`config.mk`:
```
export PLATFORM = sky130hd
export DESIGN_NAME = imem_arbiter
export DESIGN_NICKNAME = d
export VERILOG_FILES = /design/src/rtl/imem_arbiter_pkg.sv /design/src/rtl/imem_resp_slot.sv /design/src/rtl/imem_arbiter.sv
export SDC_FILE = /design/constraint.sdc
export NUM_CORES = 1
export LEC_CHECK = 0
export BUFFER_PORTS_ARGS = -buffer_cell sky130_fd_sc_hd__buf_2
export CAP_MARGIN = 20
export CORE_AREA = 3 3 170 172
export CTS_CLUSTER_SIZE = 14
export DETAILED_ROUTE_END_ITERATION = 8
export DIE_AREA = 0 0 173 175
export GPL_ROUTABILITY_DRIVEN = 0
export SKIP_CTS_REPAIR_TIMING = 1
export SYNTH_ARGS = -nofsm -noshare
export SYNTH_HDL_FRONTEND = slang
export SYNTH_SLANG_ARGS = --single-unit
```
`constraint.sdc`:
```
create_clock -name clk -period 6.29 [get_ports clk]
set_input_delay 0.629 -clock clk [delete_from_list [all_inputs] [get_ports clk]]
set_output_delay 0.629 -clock clk [all_outputs]
set_load 0.01 [all_outputs]
```
`src/rtl/imem_arbiter_pkg.sv`:
```
// Shared constants and types for the instruction-memory read-port arbiter.
package imem_arbiter_pkg;

  localparam int QWORD             = 64;
  localparam int BYTE              = 8;
  localparam int IMEM_WIN_W        = 10 * BYTE;
  localparam int STARVE_LIMIT_DFLT = 4;

  typedef enum logic [1:0] {
    GNT_NONE = 2'd0,
    GNT_F    = 2'd1,
    GNT_D    = 2'd2
  } grant_e;

  typedef struct packed {
    logic [IMEM_WIN_W-1:0] bytes;
    logic                  err;
  } imem_resp_t;

endpackage

```
`src/rtl/imem_resp_slot.sv`:
```
// One response register with a valid/ready handshake; reloads on the
// same edge it is consumed when a new grant arrives.
module imem_resp_slot
  import imem_arbiter_pkg::*;
(
  input  logic       clk,
  input  logic       rst,
  input  logic       load_i,
  input  logic       resp_ready_i,
  input  imem_resp_t mem_resp_i,
  output logic       slot_free_o,
  output logic       resp_valid_o,
  output imem_resp_t resp_o
);

  logic       valid_q, valid_d;
  imem_resp_t data_q, data_d;

  // NOTE: every always_comb output gets a default first so no latch is inferred.
  always_comb begin
    valid_d = valid_q;
    data_d  = data_q;
    if (load_i) begin
      valid_d = 1'b1;
      data_d  = mem_resp_i;
    end else if (resp_ready_i) begin
      valid_d = 1'b0;
    end
  end

  // NOTE: the data register is reset too, so outputs read as zero after reset.
  always_ff @(posedge clk or posedge rst) begin
    if (rst) begin
      valid_q <= 1'b0;
      data_q  <= '0;
    end else begin
      valid_q <= valid_d;
      data_q  <= data_d;
    end
  end

  assign slot_free_o  = !valid_q || resp_ready_i;
  assign resp_valid_o = valid_q;
  assign resp_o       = data_q;

endmodule

```
`src/rtl/imem_arbiter.sv`:
```
// Arbitrates the Y86 instruction-memory read port between fetch (F) and a
// debug reader (D). The D port is active only when IMEM_DBG_PORT_EN is defined.
module imem_arbiter
  import imem_arbiter_pkg::*;
#(
  parameter int STARVE_LIMIT = STARVE_LIMIT_DFLT,
  parameter int CNT_W        = 8
) (
  input  logic                  clk,
  input  logic                  rst,
  input  logic                  f_req_valid,
  input  logic [QWORD-1:0]      f_req_addr,
  output logic                  f_req_ready,
  output logic                  f_resp_valid,
  input  logic                  f_resp_ready,
  output logic [IMEM_WIN_W-1:0] f_resp_bytes,
  output logic                  f_resp_err,
  input  logic                  d_req_valid,
  input  logic [QWORD-1:0]      d_req_addr,
  output logic                  d_req_ready,
  output logic                  d_resp_valid,
  input  logic                  d_resp_ready,
  output logic [IMEM_WIN_W-1:0] d_resp_bytes,
  output logic                  d_resp_err,
  output logic [QWORD-1:0]      mem_addr,
  input  logic [IMEM_WIN_W-1:0] mem_bytes,
  input  logic                  mem_err
);

  grant_e     grant;
  logic       f_free, f_elig;
  imem_resp_t mem_resp, f_resp;

  assign mem_resp = '{bytes: mem_bytes, err: mem_err};
  assign f_elig   = f_req_valid && f_free;

  imem_resp_slot u_f_slot (
    .clk         (clk),
    .rst         (rst),
    .load_i      (grant == GNT_F),
    .resp_ready_i(f_resp_ready),
    .mem_resp_i  (mem_resp),
    .slot_free_o (f_free),
    .resp_valid_o(f_resp_valid),
    .resp_o      (f_resp)
  );

  assign f_req_ready  = (grant == GNT_F);
  assign f_resp_bytes = f_resp.bytes;
  assign f_resp_err   = f_resp.err;

`ifdef IMEM_DBG_PORT_EN
  localparam logic [CNT_W-1:0] LIMIT = CNT_W'(STARVE_LIMIT);

  logic             d_free, d_elig;
  logic [CNT_W-1:0] starve_cnt_q, starve_cnt_d;
  imem_resp_t       d_resp;

  assign d_elig = d_req_valid && d_free;

  // Grants are suppressed while rst is high so ready and mem_addr read as 0.
  always_comb begin
    grant = GNT_NONE;
    if (!rst) begin
      if (d_elig && starve_cnt_q == LIMIT) grant = GNT_D;
      else if (f_elig)                     grant = GNT_F;
      else if (d_elig)                     grant = GNT_D;
    end
  end

  always_comb begin
    starve_cnt_d = starve_cnt_q;
    if (grant == GNT_D)
      starve_cnt_d = '0;
    else if (grant == GNT_F && d_elig && starve_cnt_q != LIMIT)
      starve_cnt_d = starve_cnt_q + 1'b1;
  end

  // NOTE: sequential state uses non-blocking assignments only.
  always_ff @(posedge clk or posedge rst) begin
    if (rst) starve_cnt_q <= '0;
    else     starve_cnt_q <= starve_cnt_d;
  end

  imem_resp_slot u_d_slot (
    .clk         (clk),
    .rst         (rst),
    .load_i      (grant == GNT_D),
    .resp_ready_i(d_resp_ready),
    .mem_resp_i  (mem_resp),
    .slot_free_o (d_free),
    .resp_valid_o(d_resp_valid),
    .resp_o      (d_resp)
  );

  assign d_req_ready  = (grant == GNT_D);
  assign d_resp_bytes = d_resp.bytes;
  assign d_resp_err   = d_resp.err;
`else
  always_comb begin
    grant = GNT_NONE;
    if (!rst && f_elig) grant = GNT_F;
  end

  assign d_req_ready  = 1'b0;
  assign d_resp_valid = 1'b0;
  assign d_resp_bytes = '0;
  assign d_resp_err   = 1'b0;

  logic unused_d;
  assign unused_d = ^{d_req_valid, d_req_addr, d_resp_ready};
`endif

  always_comb begin
    mem_addr = '0;
    case (grant)
      GNT_F:   mem_addr = f_req_addr;
      GNT_D:   mem_addr = d_req_addr;
      default: mem_addr = '0;
    endcase
  end

endmodule
```
---- Yosys cells after proc, flatten, opt, wreduce, memory -nomap -nowiden ----
Index checks and enable logic that the tools add are counted.
storage, ports and cells
  bits in registers ....................... 82
  bits of input ports ..................... 215
operators by class
  eq/ne operators ......................... 2
  multiplexer cells ....................... 4
  reduce and logical (&&, ||, !) cells .... 6
operators with widths
  operator                                                          number
  64-bit one-hot mux with 2 select lines                            1
  1-bit two-way mux                                                 3
  2-bit by 1-bit == test with 1-bit output (second input constant)  1
  2-bit == test (second input constant)                             1
  1-bit logical AND                                                 2
  1-bit zero test                                                   2
  2-bit nonzero test                                                1
  1-bit logical OR                                                  1

---- Logic depth before layout (Yosys ltp) ----
Gate-level depths: netlist (run 1).
  word-level depth ........................ 7
  mapped depth ............................ 5

---- Cells and area by module ----
A second synthesis (run 1) with hierarchy kept.
unflattened totals
  cells, all modules ...................... 345
  area, all modules ....................... 4887.2 um^2
modules (own cells, without submodules)
  module          instances  cells each  area each (um^2)  sequential area each (um^2)
  imem_resp_slot  1          175         3448.3            2052.0
  imem_arbiter    1          170         1438.9            0.0

---- Worst setup path before layout (run 1) ----
OpenSTA, ideal clock, no wires.
  path type ............................... in2out
  from .................................... in rst
  to ...................................... out mem_addr[54]
  data arrival time ....................... 1436 ps
  required time ........................... 5661 ps
  slack ................................... 4225 ps
  cell stages on the path ................. 5
  buffers on the path ..................... 2
  path through ............................ nand2b_4 a21oi_4 buf_12 buf_2 and2_1
between the ends
  word-level cells in the longest chain between the ends .. 5
ends and longest elaborated chain
  element                                   line                 source
  from (decl)                               imem_arbiter.sv:10   input logic rst,
  1-bit zero test                           imem_arbiter.sv:102  if (!rst && f_elig) grant = GNT_F;
  1-bit logical AND                         imem_arbiter.sv:102
  1-bit two-way mux                         imem_arbiter.sv:102
  2-bit by 1-bit == test with 1-bit output  --
  via f_req_ready                           imem_arbiter.sv:13   output logic f_req_ready,
  64-bit one-hot mux with 2 select lines    imem_arbiter.sv:116  case (grant)
  to (decl)                                 imem_arbiter.sv:25   output logic [QWORD-1:0] mem_addr,
The timed path passes the listed nets, and every way through them passes these cells.

---- Worst setup path in the final report (run 1) ----
  from .................................... in rst
  to ...................................... out mem_addr[47]
between the ends
  word-level cells in the longest chain between the ends .. 5
ends and longest elaborated chain
  element                                                                    line
  1-bit zero test (*)                                                        imem_arbiter.sv:102
  1-bit logical AND (*)                                                      imem_arbiter.sv:102
  1-bit two-way mux (*)                                                      imem_arbiter.sv:102
  2-bit == test or 2-bit by 1-bit == test with 1-bit output (tied branches)  imem_arbiter.sv:116
  64-bit one-hot mux with 2 select lines (*)                                 imem_arbiter.sv:116
Every way passes the cells marked *; elsewhere a longest branch is shown, timed or not.

==> impl_results.md, run 1 <==
* Result of the run: complete, no violations
* Worst-case headroom to the max-slew limit at 52.2%
* WL/cell at 11.9 um
* Synth top area cells: sky130_fd_sc_hd__dfrtp_1 (45%), sky130_fd_sc_hd__mux2_4 (25%), sky130_fd_sc_hd__buf_4 (14%), sky130_fd_sc_hd__and2_1 (8.8%), sky130_fd_sc_hd__buf_12 (3.5%)
* Number of input and output port buffers inserted at 295
* Number of enable-type register cells in the synthesized netlist at 0
* Initial antenna violation count at 1
* Measured slew at the worst slew-check pin at 0.717 ns
* Pre-CTS setup slack at 3.44 ns
* Power after layout at 1.66 mW
* Clk Latency, worst-skew pair at 0.35 ns
* Most repeated library cell on the critical path: sky130_fd_sc_hd__buf_2
* Vert. Die Dim at 175 um
* Setup_tns at 0 ns
* Detail Placement HPWL at 9.53 mm
* Number of levels in the clock H-tree at 3
* Part of the Yosys area used for sequential elements at 45.3%
* Critical path cell sequence: buf_2 -> nand2b_4 -> a21oi_4 -> buf_4 -> and2_1 -> buf_2
* Crit Path Class: input pin to primary output
* Die area at 30300 sq um
* Share of synthesized registers carrying an async set or reset at 100%
* Root buffer cell: sky130_fd_sc_hd__clkbuf_16
* Path category of the worst min-delay check: input pin to asynchronous set/reset pin
* Period Utilization, post-route at 43.9%
* Fill count at 3007
* Skew final at 0.0121 ns
* Pin count of the biggest net entering global routing at 63
* Cell type with the largest total area after synthesis: sky130_fd_sc_hd__dfrtp_1
* Sum of routed wire length over all layers at 12.0 mm
* Largest stage delay, worst path at 0.57 ns
* CTS max path bufs at 2
* Final setup violation count at 0
* Yosys cell types at 14
* Number of synthesis warnings at 0
* Static Leakage at 3.44 nW
* Critical-path cell with the highest stage delay: sky130_fd_sc_hd__buf_4
* Setup repair after global routing missed its margin: no
* Clock-pin transition on the worst setup and hold timing paths at 0.07 ns
* Power density over the cells at 264 nW/um^2
* Fmax at 363 MHz
* Sinks on Clock Net at 82
* Combined global-route utilization of all metal layers at 7.71%
* Non-filler instance count after layout at 1009
* Number of max-cap violations at 0
* Initial Utilization at 16.4%
* Via count of the first global-routing pass at 3271
* Final hold violation count at 0
* Element type at the critical path start: input pin
* Post-route DRC at 0
* Share of cells above drive strength 1 at 63.2%
* Total area of multi-input combinational cells at 1940 sq um
* Via-to-Cell Ratio at 3.21
* Final core occ at 22.7%
* Crit path arrival time at 2.13 ns
* TritonRoute pass-1 iters at 4
* Max rail drop VDD at 0.0898 mV
* Worst Path Max Fanout at 62
* Global-route wire length before repair at 18.2 mm
* Post-synth design cell area at 4530 sq um
* Total congestion overflow after global routing at 0
* Placeable Area at 27600 sq um
* Area growth, synth to finish at 38.7%
* TritonCTS Buffers at 9
* Final-stage net count at 841
* Boundary pin count at 445
* Most frequent cells after synthesis: sky130_fd_sc_hd__buf_4 (84), sky130_fd_sc_hd__dfrtp_1 (82), sky130_fd_sc_hd__mux2_4 (75)
* Total number of placement rows at 61
* Most frequent cell after synthesis: sky130_fd_sc_hd__buf_4
* Via Count at 3239
* Main flop type after synthesis: sky130_fd_sc_hd__dfrtp_1
* Number of placed instances with taps included at 993
* Fraction of post-synthesis cell area in the top cell type by area at 45.3%
* ANT nets after route at 0
* First DRT Iteration DRCs at 109
* #FFs+latches synth at 82
* Horiz. Die Dim at 173 um
* Kind of capture point of the worst setup path: primary output
* # diodes at 0
* Final WS setup at 3.53 ns
* Final Max Tran Viols at 0
* Sequential cell area at 2050 sq um
* Tmin final at 2.76 ns
* Data required time of the worst path at 5.66 ns
* Number of instances in the synthesized netlist at 333
* TritonCTS clock tree: done
* Post-synthesis average cell area at 13.6 sq um
## cells in the final DEF, fill, tap and decap left out
cell,n
sky130_fd_sc_hd__inv_1,2
sky130_fd_sc_hd__and2_1,64
sky130_fd_sc_hd__buf_4,4
sky130_fd_sc_hd__buf_2,295
sky130_fd_sc_hd__clkbuf_8,1
sky130_fd_sc_hd__a21oi_4,1
sky130_fd_sc_hd__inv_8,1
sky130_fd_sc_hd__clkbuf_16,9
sky130_fd_sc_hd__clkinv_4,2
sky130_fd_sc_hd__dfrtp_1,82
sky130_fd_sc_hd__nand2b_4,1
sky130_fd_sc_hd__mux2_2,6
sky130_fd_sc_hd__mux2_4,75
sky130_fd_sc_hd__o21ai_0,1
sky130_fd_sc_hd__inv_6,3
sky130_fd_sc_hd__inv_4,1
sky130_fd_sc_hd__conb_1,83
## path summary, 6_finish.rpt
path                                              startpoint                           endpoint  slack [ns]  cells after the start
setup / recovery                                         rst                       mem_addr[47]        3.53                      6
hold / removal                                           rst    u_f_slot.resp_o[63]$_DFFE_PP0P_        0.26                      2
setup reg to reg           u_f_slot.resp_valid_o$_DFFE_PP0P_    u_f_slot.resp_o[52]$_DFFE_PP0P_        3.90                      4
hold reg to reg              u_f_slot.resp_o[28]$_DFFE_PP0P_    u_f_slot.resp_o[28]$_DFFE_PP0P_        0.50                      1
max in group asynchronous                                rst     u_f_slot.resp_o[7]$_DFFE_PP0P_        4.97                      3
min in group clk                                f_resp_ready  u_f_slot.resp_valid_o$_DFFE_PP0P_        0.50                      2
## metal layers
| layer | GRT usage [%] | vias to the layer above | share of wire (%) |
|---|---|---|---|
| met4 | 2.84 | 2 | 1.5 |
| met1 | 8.46 | 1513 | 37 |
| met2 | 13.6 | 209 | 52 |
| li1 | - | 1501 | - |
| met5 | 0 | - | 0.17 |
| met3 | 2.98 | 14 | 9.7 |
## critical path, delay by kind of cell
family | cells | cell delay [ns]
AO/OA/AOI/OAI | 1 | 0.25
buffers and inverters | 3 | 0.83
AND/OR/NAND/NOR | 2 | 0.38
## cell type report
cell class              count  area share [%]
flip-flops and latches     82            32.7
repair buffers            299            24.0
multi-input cells         231            30.9
clock inverters             6           0.877
well taps                 378            7.53
inverters                   3           0.219
clock buffers              10            3.81
## sequential cells by signal, indices dropped and copies added (netlist names)
signal                 count
u_f_slot.resp_o           81
u_f_slot.resp_valid_o      1
## metrics by stage
stage,hold WS (ns),cell area [sq um]
finish,0.261,6280
global route,0.286,6280
CTS,0.266,6280
detailed placement,0.488,5990
global placement,0.488,5990
floorplan,0.551,4840
## power by group
part           switching (mW)  internal [mW]
clock                   0.249          0.287
sequential             0.0511          0.624
combinational           0.202          0.247
total                   0.502           1.16
## cell families (layout without fill, tap and decap cells)
family	Yosys count	count (layout)	share of synthesized area, %
AO/OA/AOI/OAI	2	2	0.470
buffers and inverters	102	318	18.6
flip-flops	82	82	45.3
multiplexers	81	81	26.4
other	1	83	0.0828
AND/OR/NAND/NOR	65	65	9.15
Power figures use the tool's default switching activity.
==> inputs of run 2 (changes only) <==
- ABC_AREA: default -> 1
- CORE_AREA: 3 3 170 172 -> 3 3 174 176
- DIE_AREA: 0 0 173 175 -> 0 0 177 179
- clock period: 6.29 -> 2.38 ns (I/O delays scaled with it)
==> run 2 against run 1 <==
Sequential power rose to 2.6 times the previous value. Clock-buffer cell count down 1. Register-to-register slack worse by 3.2 ns. Synthesized area down 3.3%.
==> impl_results.md, run 2 <==
* Number of max-cap violations at 0
* Source of the worst register-to-register timing path: u_f_slot.resp_valid_o$_DFFE_PP0P_
* Launch point of the critical path: u_f_slot.resp_valid_o$_DFFE_PP0P_
* Skew final at 0.0145 ns
* Hold_sp: mem_bytes[1]
* Vert. Die Dim at 179 um
* Worst-case headroom to the max-slew limit at 36.8%
* Main flop type after synthesis: sky130_fd_sc_hd__dfrtp_1
* Area growth, synth to finish at 42.9%
* TritonCTS clock tree: done
* TritonCTS Buffers at 9
* Fraction of post-synthesis cell area in the top cell type by area at 46.9%
* Worst Path Max Fanout at 81
* Total congestion overflow after global routing at 0
* Power after layout at 4.26 mW
* Path category of the worst min-delay check: input pin to register
* Post-route DRC at 0
* Cell type with the largest total area after synthesis: sky130_fd_sc_hd__dfrtp_1
* Yosys cell types at 12
* Global-route wire length before repair at 21.6 mm
* Most frequent standard cell in the layout excluding fill and tap cells: sky130_fd_sc_hd__buf_2
* Setup_tns at 0 ns
* Synth top area cells: sky130_fd_sc_hd__dfrtp_1 (47%), sky130_fd_sc_hd__buf_4 (16%), sky130_fd_sc_hd__nand2_1 (14%), sky130_fd_sc_hd__nand3_1 (9.3%), sky130_fd_sc_hd__inv_1 (5.7%)
* Post-synthesis average cell area at 7.58 sq um
* Most frequent cells in the layout: sky130_fd_sc_hd__buf_2 (295), sky130_fd_sc_hd__nand2_1 (163), sky130_fd_sc_hd__conb_1 (83)
* Critical-path cell with the highest stage delay: sky130_fd_sc_hd__buf_4
* Element type at the critical path start: register
* Number of enable-type register cells in the synthesized netlist at 0
* Final setup violation count at 0
* # diodes at 0
* Via Count at 4348
* Final-stage net count at 1071
* Final core occ at 21.7%
* Measured slew at the worst slew-check pin at 0.948 ns
* Fmax at 491 MHz
* Horiz. Die Dim at 177 um
* Number of levels in the clock H-tree at 3
* Initial Utilization at 15.2%
* Root buffer cell: sky130_fd_sc_hd__clkbuf_16
* Result of the run: complete, no violations
* Crit path arrival time at 1.80 ns
* Max rail drop VDD at 0.311 mV
* Setup repair after global routing missed its margin: no
* Clk Latency, worst-skew pair at 0.35 ns
* Number of input and output port buffers inserted at 295
* Max FFs per register at 81
* Cell Area, Placed at 5930 sq um
* Final Max Tran Viols at 0
* Period Utilization, post-route at 85.6%
* Total number of placement rows at 62
* Sum of routed wire length over all layers at 15.1 mm
* Static Leakage at 3.97 nW
* Crit Path Class: register to primary output
* #FFs+latches synth at 82
* Post-synth design cell area at 4380 sq um
* Number of placed instances with taps included at 1228
* Power density over the cells at 681 nW/um^2
* Die area at 31700 sq um
* Data required time of the worst path at 2.14 ns
* First DRT Iteration DRCs at 118
* Via-to-Cell Ratio at 3.49
* Clock-pin transition on the worst setup and hold timing paths at 0.07 ns
* ANT nets after route at 0
* Cell area after layout at 6260 sq um
* Via count of the first global-routing pass at 3895
* CTS max path bufs at 2
* Most frequent cells after synthesis: sky130_fd_sc_hd__nand2_1 (164), sky130_fd_sc_hd__buf_4 (91), sky130_fd_sc_hd__dfrtp_1 (82)
* Initial antenna violation count at 3
* Critical path cell sequence: nand2_4 -> nand2_4 -> buf_4 -> nor2_1 -> buf_2
* Boundary pin count at 445
* Pre-CTS setup slack at 0.630 ns
* Sinks on Clock Net at 82
* WL/cell at 12.1 um
* Largest stage delay, worst path at 0.62 ns
* Non-filler instance count after layout at 1245
* Number of instances in the synthesized netlist at 578
* Kind of capture point of the worst setup path: primary output
* Most frequent cell after synthesis: sky130_fd_sc_hd__nand2_1
* Final hold violation count at 0
* Part of the Yosys area used for sequential elements at 46.9%
* Share of cells above drive strength 1 at 37.3%
* TritonRoute pass-1 iters at 4
* Hold slack at 0.118 ns
* Tmin final at 2.04 ns
* Most repeated library cell on the critical path: sky130_fd_sc_hd__nand2_4
* Pin count of the biggest net entering global routing at 83
* Combined global-route utilization of all metal layers at 8.81%
* Detail Placement HPWL at 11.4 mm
* Number of synthesis warnings at 0
* Final WS setup at 0.343 ns
* Share of synthesized registers carrying an async set or reset at 100%
* Placeable Area at 28800 sq um
[run 2: worst paths after layout]
path / endpoint / slack (ns) / depth (start not counted)
max in group asynchronous: u_f_slot.resp_o[22]$_DFFE_PP0P_ / 1.13 / 4
worst min-delay path: u_f_slot.resp_o[2]$_DFFE_PP0P_ / 0.12 / 3
worst min register to register: u_f_slot.resp_o[33]$_DFFE_PP0P_ / 0.46 / 2
min in group asynchronous: u_f_slot.resp_o[79]$_DFFE_PP0P_ / 0.53 / 3
worst max-delay path: mem_addr[59] / 0.34 / 5
worst max register to register: u_f_slot.resp_o[69]$_DFFE_PP0P_ / 0.69 / 4
[run 2: kinds of logic (layout without fill, tap and decap cells)]
family / after synthesis / in the layout / synth area share, %
other: 1 / 83 / 0.0856
buffers and inverters: 184 / 385 / 23.9
AND/OR/NAND/NOR: 311 / 311 / 29.2
flip-flops: 82 / 82 / 46.9
[run 2: critical path: cells and delay by family, from the launching register on]
family / cells / cell delay [ns]
buf+inv: 2 / 0.80
flops: 1 / 0.38
simple gates: 3 / 0.26
[run 2: layout make-up]
cell class	count	area (sq um)
Multi-Input combinational cell	394	1600
Clock buffer	9	225
Tap cell	384	480
Timing Repair Buffer	301	1550
Sequential cell	82	2050
Inverter	68	256
Clock inverter	7	91.3
Fill cell	3214	22500
[run 2: where the power goes]
group	switching (mW)	internal, mW
Combinational	0.627	0.387
Clock	0.603	0.918
Sequential	0.115	1.61
[run 2: per-layer routing]
| metal | up-vias | track usage, % | routed length, um |
|---|---|---|---|
| li1 | 2109 | - | - |
| met1 | 1967 | 10.0 | 5730 |
| met2 | 241 | 14.8 | 7300 |
| met3 | 25 | 3.68 | 1760 |
| met4 | 6 | 3.31 | 303 |
| met5 | - | 0 | 29 |
==> inputs of run 3 (changes only) <==
- BUFFER_PORTS_ARGS: -buffer_cell sky130_fd_sc_hd__buf_2 -> default
- CORE_AREA: 3 3 174 176 -> 3 3 172 174
- DIE_AREA: 0 0 177 179 -> 0 0 175 177
- DONT_BUFFER_PORTS: default -> 1
==> run 3 against run 2 <==
Worst setup slack improved by 0.082 ns. Combinational power fell by 50%. Utilization is 4.2 points lower. Worst hold slack got worse by 0.087 ns. Clock skew is 0.0056 ns lower. Cell count shrank 23%. Sequential power rose by 9%. Final area down 22%. Register-to-register slack about the same. Flip-flop and latch count did not move. Sequential share of layout area grew 9.1 points. Critical path type unchanged. Highest routed layer unchanged.
==> impl_results.md, run 3 (synthesized netlist as in run 2, its figures left out) <==
* Via-to-Cell Ratio at 3.49
* Capture endpoint of the worst hold path: u_f_slot.resp_o[14]$_DFFE_PP0P_
* Data required time of the worst path at 2.14 ns
* Critical register-to-register path endpoint: u_f_slot.resp_o[60]$_DFFE_PP0P_
* TritonCTS Buffers at 9
* Placeable Area at 27900 sq um
* Die area at 31000 sq um
* Global-route wire length before repair at 18.2 mm
* Period Utilization, post-route at 82.1%
* Element type at the critical path start: register
* Worst reg-to-reg path cell count at 6
* Fmax at 512 MHz
* Via Count at 3347
* Largest stage delay, worst path at 0.45 ns
* Source of the worst register-to-register timing path: u_f_slot.resp_valid_o$_DFFE_PP0P_
* Vert. Die Dim at 177 um
* Wire length on met1 at 4.94 mm
* Critical path cell sequence: nand2_4 -> nand2_4 -> buf_12 -> nor2_1
* Boundary pin count at 445
* Pin count of the biggest net entering global routing at 83
* Worst-case headroom to the max-slew limit at 38.9%
* Number of levels in the clock H-tree at 3
* Sinks on Clock Net at 82
* Final setup violation count at 0
* Count of buffer and inverter cells on the critical path at 1
* Area growth, synth to finish at 12.0%
* Number of input and output port buffers inserted at 0
* Hold_sp: mem_bytes[13]
* Clock-pin transition on the worst setup and hold timing paths at 0.08 ns
* Setup_tns at 0 ns
* R2R Setup Slk at 0.69 ns
* TritonRoute pass-1 iters at 4
* Setup repair after global routing missed its margin: no
* Max rail drop VDD at 0.265 mV
* Initial antenna violation count at 2
* Combined global-route utilization of all metal layers at 7.88%
* Final hold violation count at 0
* Clk Latency, worst-skew pair at 0.35 ns
* Final-stage net count at 790
* Detail Placement HPWL at 9.63 mm
* Via count of the first global-routing pass at 3062
* Met2 wirelength from detailed routing at 6.65 mm
* Final Max Tran Viols at 0
* Skew final at 0.00889 ns
* Measured slew at the worst slew-check pin at 0.917 ns
* Path category of the worst min-delay check: input pin to register
* TritonCTS clock tree: done
* Number of max-cap violations at 0
* Sum of routed wire length over all layers at 13.3 mm
* Initial Utilization at 15.7%
* Root buffer cell: sky130_fd_sc_hd__clkbuf_16
* CP delay by family, top: simple AND/OR/NAND/NOR gates
* Critical-path cell with the highest stage delay: sky130_fd_sc_hd__dfrtp_1
* Post-route DRC at 0
* Static Leakage at 2.77 nW
* Worst Path Max Fanout at 79
* Most repeated library cell on the critical path: sky130_fd_sc_hd__nand2_4
* Crit Path Class: register to primary output
* Power density over the cells at 813 nW/um^2
* First DRT Iteration DRCs at 153
* Total congestion overflow after global routing at 0
* Tmin final at 1.95 ns
* Result of the run: complete, no violations
* Max FFs per register at 81
* WL/cell at 13.9 um
* Most frequent cells in the layout: sky130_fd_sc_hd__nand2_1 (163), sky130_fd_sc_hd__conb_1 (83), sky130_fd_sc_hd__dfrtp_1 (82)
* Worst hold stages at 2
* Highest routed metal layer: met5
* # diodes at 0
* Most frequent standard cell in the layout excluding fill and tap cells: sky130_fd_sc_hd__nand2_1
* CTS max path bufs at 2
* Total number of placement rows at 61
* Kind of capture point of the worst setup path: primary output
* ANT nets after route at 0
* Share of cells above drive strength 1 at 6.90%
* Crit path arrival time at 1.72 ns
* Final core occ at 17.6%
* Horiz. Die Dim at 175 um
* DR WL met3 at 1.51 mm
## run 3: cell count changes in the layout (fill, tap and decap cells not counted), sizes merged
| cell | delta |
|---|---|
| buf | -281 |
| clkinv | -2 |
| clkbuf | +1 |
| inv | +1 |
## run 3: worst register-to-register path, stage by stage (launching register included)
cell                      delay, ns
sky130_fd_sc_hd__dfrtp_1       0.45
sky130_fd_sc_hd__nand2_4       0.10
sky130_fd_sc_hd__nand2_4       0.26
sky130_fd_sc_hd__buf_12        0.33
sky130_fd_sc_hd__buf_4         0.34
sky130_fd_sc_hd__nand2_1       0.08
sky130_fd_sc_hd__nand2_1       0.06
## run 3: cell type report
cell class	count	area, sq um
clock buffers	10	239
clock inverters	6	88.8
fillers	3105	23000
inverters	68	258
multi-input cells	394	1600
flip-flops and latches	82	2050
well taps	378	473
repair buffers	20	190
## run 3: how the worst max path moves through the flow
stage                                      startpoint                               to  slack, ns  cells past startpoint
detailed placement                        f_req_valid  u_f_slot.resp_o[15]$_DFFE_PP0P_       0.60                      5
floorplan                                         rst   u_f_slot.resp_o[0]$_DFFE_PP0P_       0.03                      1
finish              u_f_slot.resp_valid_o$_DFFE_PP0P_                     mem_addr[61]       0.43                      4
global placement                          f_req_valid  u_f_slot.resp_o[15]$_DFFE_PP0P_       0.63                      5
global route        u_f_slot.resp_valid_o$_DFFE_PP0P_                     mem_addr[60]       0.29                      4
CTS                 u_f_slot.resp_valid_o$_DFFE_PP0P_                     mem_addr[60]       0.37                      4
## run 3: layer usage
metal / vias to the layer above / track usage, %
li1: 1550 / -
met1: 1544 / 8.60
met2: 230 / 13.4
met3: 19 / 3.86
met4: 4 / 2.69
met5: - / 0
## run 3: metrics by stage
step                hold WS [ns]  std cells  instance area [sq um]  worst slack (ns)  total power, mW
global placement           0.218        941                   4570             0.630             2.42
global route             0.00424        958                   4900             0.291             4.22
detailed placement         0.224        941                   4570             0.595             2.44
finish                    0.0311        958                   4900             0.426             3.99
floorplan                  0.383        660                   4690            0.0336             2.37
CTS                       -0.160        957                   4890             0.372             4.08
## run 3: power breakdown
group          internal (mW)  switching [mW]  leakage [nW]  total, mW
Combinational          0.144           0.366          1.59      0.509
Sequential              1.61           0.281          1.02       1.89
Clock                  0.953           0.632         0.160       1.58
Total                   2.71            1.28          2.77       3.99
